File: src/rtl/sbox_gf_inverse_seq_if.sv
// Byte-in / byte-out handshake bundle for the sequential S-box.
// Carries the inv select only when SBOX_INV_EN is defined.
interface sbox_gf_inverse_seq_if;
  logic       in_valid;
  logic       in_ready;
  logic [7:0] in_byte;
`ifdef SBOX_INV_EN
  logic       inv;
`endif
  logic       out_valid;
  logic       out_ready;
  logic [7:0] out_byte;
  logic       busy;

`ifdef SBOX_INV_EN
  modport master (
    output in_valid, in_byte, inv, out_ready,
    input  in_ready, out_valid, out_byte, busy
  );
  modport slave (
    input  in_valid, in_byte, inv, out_ready,
    output in_ready, out_valid, out_byte, busy
  );
`else
  modport master (
    output in_valid, in_byte, out_ready,
    input  in_ready, out_valid, out_byte, busy
  );
  modport slave (
    input  in_valid, in_byte, out_ready,
    output in_ready, out_valid, out_byte, busy
  );
`endif
endinterface

File: src/rtl/sbox_gf_inverse_seq.sv
// AES S-box via x^254 square-and-multiply over GF(2^8), one product per clock.
// SBOX_INV_EN adds the inverse S-box (inverse affine on input, bypass on output).
module sbox_gf_inverse_seq (
  input  logic                  clk,
  input  logic                  rst,
  sbox_gf_inverse_seq_if.slave  bus
);
  typedef enum logic [2:0] {
    IDLE, SQR, MUL, AFFINE, DONE
  } state_t;

  state_t     state;
  logic [7:0] base;
  logic [7:0] acc;
  logic [2:0] cnt;
  logic [7:0] out_q;
  logic       ov_q;
  logic [7:0] opb;
  logic [7:0] prod;
  logic [7:0] in_map;
`ifdef SBOX_INV_EN
  logic       mode;
`endif

  function automatic logic [7:0] gfmul(
    input logic [7:0] p,
    input logic [7:0] q
  );
    logic [7:0] r;
    logic [7:0] a;
    r = 8'h00;
    a = p;
    for (int i = 0; i < 8; i++) begin
      if (q[i]) r = r ^ a;
      a = {a[6:0], 1'b0} ^ (a[7] ? 8'h1b : 8'h00);
    end
    return r;
  endfunction

  function automatic logic [7:0] affine(
    input logic [7:0] a
  );
    return a
      ^ {a[6:0], a[7]}
      ^ {a[5:0], a[7:6]}
      ^ {a[4:0], a[7:5]}
      ^ {a[3:0], a[7:4]}
      ^ 8'h63;
  endfunction

`ifdef SBOX_INV_EN
  function automatic logic [7:0] inv_affine(
    input logic [7:0] a
  );
    return {a[1:0], a[7:2]}
      ^ {a[4:0], a[7:5]}
      ^ {a[6:0], a[7]}
      ^ 8'h05;
  endfunction

  assign in_map = bus.inv
    ? inv_affine(bus.in_byte)
    : bus.in_byte;
`else
  assign in_map = bus.in_byte;
`endif

  // One shared multiplier: squares in SQR, multiplies by base in MUL.
  assign opb  = (state == MUL) ? base : acc;
  assign prod = gfmul(acc, opb);

  always_ff @(posedge clk) begin
    if (rst) begin
      state <= IDLE;
      base  <= 8'h00;
      acc   <= 8'h00;
      cnt   <= 3'd0;
      out_q <= 8'h00;
      ov_q  <= 1'b0;
`ifdef SBOX_INV_EN
      mode  <= 1'b0;
`endif
    end else begin
      unique case (state)
        IDLE: begin
          if (bus.in_valid) begin
            base  <= in_map;
            acc   <= in_map;
            cnt   <= 3'd0;
            state <= SQR;
`ifdef SBOX_INV_EN
            mode  <= bus.inv;
`endif
          end
        end
        SQR: begin
          acc   <= prod;
          state <= (cnt == 3'd6) ? AFFINE : MUL;
        end
        MUL: begin
          acc   <= prod;
          cnt   <= cnt + 3'd1;
          state <= SQR;
        end
        AFFINE: begin
`ifdef SBOX_INV_EN
          out_q <= mode ? acc : affine(acc);
`else
          out_q <= affine(acc);
`endif
          ov_q  <= 1'b1;
          state <= DONE;
        end
        DONE: begin
          if (bus.out_ready) begin
            ov_q  <= 1'b0;
            state <= IDLE;
          end
        end
        default: state <= IDLE;
      endcase
    end
  end

  assign bus.in_ready  = (state == IDLE);
  assign bus.busy      = (state == SQR)
                      || (state == MUL)
                      || (state == AFFINE);
  assign bus.out_valid = ov_q;
  assign bus.out_byte  = out_q;
endmodule
File: src/flat_wrapper.sv
// flat-port wrapper written by rule: the top's interface ports become plain ports
module sbox_gf_inverse_seq_flat 
  (clk, rst, bus_in_valid, bus_in_byte, bus_out_ready, bus_in_ready, bus_out_valid, bus_out_byte, bus_busy);
  sbox_gf_inverse_seq_if bus_i ();
  input  logic clk;
  input  logic rst;
  input wire logic [$bits(bus_i.in_valid)-1:0] bus_in_valid;
  input wire logic [$bits(bus_i.in_byte)-1:0] bus_in_byte;
  input wire logic [$bits(bus_i.out_ready)-1:0] bus_out_ready;
  output wire logic [$bits(bus_i.in_ready)-1:0] bus_in_ready;
  output wire logic [$bits(bus_i.out_valid)-1:0] bus_out_valid;
  output wire logic [$bits(bus_i.out_byte)-1:0] bus_out_byte;
  output wire logic [$bits(bus_i.busy)-1:0] bus_busy;
  assign bus_i.in_valid = bus_in_valid;
  assign bus_i.in_byte = bus_in_byte;
  assign bus_i.out_ready = bus_out_ready;
  assign bus_in_ready = bus_i.in_ready;
  assign bus_out_valid = bus_i.out_valid;
  assign bus_out_byte = bus_i.out_byte;
  assign bus_busy = bus_i.busy;
  sbox_gf_inverse_seq u_core (.clk(clk), .rst(rst), .bus(bus_i));
endmodule
File: config.mk
export PLATFORM = sky130hd
export DESIGN_NAME = sbox_gf_inverse_seq_flat
export DESIGN_NICKNAME = d
export VERILOG_FILES = /design/src/rtl/sbox_gf_inverse_seq_if.sv /design/src/rtl/sbox_gf_inverse_seq.sv /design/src/flat_wrapper.sv
export SDC_FILE = /design/constraint.sdc
export NUM_CORES = 1
export LEC_CHECK = 0
export CAP_MARGIN = 20
export CORE_MARGIN = 5
export CORE_UTILIZATION = 50
export DETAILED_ROUTE_END_ITERATION = 10
export PLACE_DENSITY_LB_ADDON = 0.2
export SYNTH_ARGS = -nofsm -noshare
export SYNTH_HDL_FRONTEND = slang
export SYNTH_SLANG_ARGS = --single-unit
File: constraint.sdc
create_clock -name clk -period 3.2 [get_ports clk]
set_clock_uncertainty 0.15 [all_clocks]
set_input_delay 0.64 -clock clk [delete_from_list [all_inputs] [get_ports clk]]
set_output_delay 0.64 -clock clk [all_outputs]
set_load 0.02 [all_outputs]
==> impl_metrics.csv <==
group,metric,value,unit
worst_setup_path,r2r_cells,9,
clock_tree,clk_transition_reported_paths,70,ps
timing,tightest_slew,792.2,ps
pwr,total_power,2515,uW
logic_synthesis,avgSynthCellArea,7.482,sq um
worst_setup_path,cp_data_arrival_time,2890,ps
global_routing,grt.total_usage,22.91,%
worst_setup_path,crit_required,3260,ps
logic_synthesis,async_flop_share,0,%
clock_tree,cts.sinks,31,
timing,slew_viol_final,0,
routing,drc,0,
timing,rsz0062_at_grt,"false",
placement,gp_congestion,0.9667,
logic_synthesis,synth_edf_count,0,
pwr,power_leakage,0.001193,uW
routing,firstDrtPassIters,5,
clock_tree,insertion_delay,290,ps
timing,setup_viol,0,
floorplan,fp.dieH,87.47,um
worst_setup_path,timing.rr.end,"u_core.acc[7]$_SDFFE_PP0P_",
global_routing,grt_antenna_before_repair,0,
final_layout,drive_gt1_share,11.88,%
routing,antenna_left,0,
logic_synthesis,syn_inst,401,
global_routing,grt_max_degree,26,
timing,min_period_over_period,88.54,%
floorplan,ios,23,
worst_setup_path,cp-start-kind,"flip-flop",
final_layout,final_cell_mix,"70 x xnor2_1, 58 x nand2_1, 54 x nor2_1",
global_routing,grt_pass1_vias,2689,
routing,vias_per_cell,5.643,
logic_synthesis,ys_seq_area_share,20.68,%
timing,setup_tns,0,ps
logic_synthesis,yosysWarnings,0,
logic_synthesis,synthesis.area,3000,sq um
min_path,hold_class,"flip-flop to flip-flop",
logic_synthesis,synthFlopType,"dfxtp_1",
timing,slew_headroom,46.99,%
routing,wl_per_cell,16.57,um
global_routing,grt_pass1_wl,13710,um
timing,period_minus_slack,2833,ps
floorplan,coreArea,5886,sq um
global_routing,grt.overflow.total,0,
final_layout,final_common_cell,"xnor2_1",
pwr,power_density,737.2,nW/um^2
worst_setup_path,regToRegStartpoint,"u_core.state[0]$_SDFFE_PP0P_",
logic_synthesis,synth.net_count,415,
routing,dr_total_vias,2799,
clock_tree,ctsResizeCount,0,
final_layout,fin_nets,435,
worst_setup_path,crit_end,"u_core.acc[7]$_SDFFE_PP0P_",
floorplan,start_util,50.98,%
logic_synthesis,ys_ff_latch,31,
worst_setup_path,critical_path_class,"flip-flop to flip-flop",
routing,drt-initial-drc-count,180,
clock_tree,holdBufCountCts,0,
worst_setup_path,end_kind,"flip-flop",
timing,max_freq,353.0,MHz
clock_tree,cts_root_buf,"clkbuf_8",
clock_tree,postCtsSetupBuffers,0,
worst_setup_path,cp_max_fo,25,
clock_tree,htree_levels,2,
worst_setup_path,r2r_setup_slack,370,ps
floorplan,die_w,87.47,um
clock_tree,tritoncts.num_buffers,5,
final_layout,area_growth,13.72,%
worst_setup_path,crit_start,"u_core.state[0]$_SDFFE_PP0P_",
placement,port_buffers,22,
clock_tree,clockBufferDepth,2,
routing,wirelength,8220,um
logic_synthesis,synth.distinct_cells,59,
timing,hold_viol_final,0,
floorplan,die-area,7650,sq um
final_layout,antenna_cells,0,
floorplan,placementRows,28,
clock_tree,cts_tree,"done",
run_status,status,"finished, final reports clean",
run,cap_violations,0,
pwr,vdd_drop_max,0.0003716,V
placement,dp_hpwl,6103,um
[worst min-delay path by stage]
stage | from | to | slack [ps] | cells past startpoint
floorplan | u_core.base[1]$_SDFFE_PP0P_ | u_core.base[1]$_SDFFE_PP0P_ | 310 | 2
global placement | u_core.bus.out_byte[4]$_SDFFE_PP0P_ | u_core.bus.out_byte[4]$_SDFFE_PP0P_ | 290 | 2
detailed placement | u_core.bus.out_byte[4]$_SDFFE_PP0P_ | u_core.bus.out_byte[4]$_SDFFE_PP0P_ | 300 | 2
CTS | u_core.bus.out_byte[4]$_SDFFE_PP0P_ | u_core.bus.out_byte[4]$_SDFFE_PP0P_ | 310 | 2
global route | u_core.bus.out_byte[3]$_SDFFE_PP0P_ | u_core.bus.out_byte[3]$_SDFFE_PP0P_ | 340 | 2
finish | u_core.bus.out_byte[4]$_SDFFE_PP0P_ | u_core.bus.out_byte[4]$_SDFFE_PP0P_ | 300 | 2
[logic make-up (layout without fill, tap and decap cells)]
family	after synthesis	count (layout)	synth area share, %
xor gates and xnor gates	91	91	28.27
buffers and inverters	37	57	5.921
and+or+nand+nor	143	143	20.60
AOI/OAI and AO/OA	82	82	17.39
adders and majority gates	2	2	0.8339
muxes	15	15	6.297
DFF	31	31	20.68
[power breakdown]
part	switching, uW	internal [uW]	total [uW]
Combinational	905	780	1680
Clock	150	169	318
Sequential	87.5	425	513
[stage by stage]
stage / hold WS (ps) / std cells / cell area (sq um) / worst slack, ps / utilization [%]
final: 302.1 / 496 / 3412 / 366.8 / 57.97
after global routing: 336.0 / 496 / 3412 / 206.5 / 57.97
after global placement: 288.6 / 489 / 3324 / 469.5 / 56.48
after detailed placement: 297.7 / 489 / 3324 / 432.8 / 56.48
after floorplan: 308.0 / 401 / 3000 / 692.8 / -
after CTS: 307.7 / 496 / 3412 / 366.1 / 57.97
[synth_stat cells (all sizes together), types with 2 or more instances]
cell type | instances | share of area (%)
o21a | 2 | 0.50
nand2b | 4 | 0.83
o22ai | 7 | 1.5
clkbuf | 20 | 2.5
nor2 | 56 | 7.2
inv | 6 | 0.75
xor2 | 16 | 4.9
o21ai | 18 | 3.0
nor2b | 3 | 0.63
xnor2 | 74 | 23
dfxtp | 31 | 21
nor3 | 6 | 1.0
nand3 | 4 | 0.67
mux2i | 7 | 3.2
o31ai | 2 | 0.50
o221ai | 2 | 0.58
ha | 2 | 0.83
buf | 11 | 2.7
or3 | 2 | 0.42
a31oi | 6 | 1.3
a211oi | 7 | 1.9
a22oi | 4 | 1.0
mux2 | 8 | 3.1
a211o | 2 | 0.58
a21oi | 22 | 3.7
a32oi | 2 | 0.58
nand2 | 59 | 7.5
[metal layers]
layer  wire [um]  GRT usage, %  up-vias
li1            -             -     1389
met2        3631         34.38       94
met3         562         5.109       28
met5           0             0        -
met1        3736         31.07     1288
met4         291         10.46        0
[registers in the layout, indices dropped and copies added, names as in the netlist]
signal	count
u_core.acc	8
u_core.base	8
u_core.bus.out_byte	8
u_core.bus.out_valid	1
u_core.cnt	3
u_core.state	3
[final cells by class]
type                            count  area, sq um
Timing Repair Buffer               44        385.4
Clock buffer                        6        82.58
Sequential cell                    31        620.6
Tap cell                           75        93.84
Inverter                            6        22.52
Fill cell                         539         2474
Clock inverter                      1        5.005
Multi-Input combinational cell    333         2202
[worst max-delay path: stages (launching register included)]
cell     delay, ps
dfxtp_1        300
or3b_1         370
buf_4          260
mux2i_1        530
and2b_1        270
xnor2_1        210
xnor2_1        170
xnor2_1         90
a211o_1        290
a21oi_1        110
(Power assumes the default switching activity.)
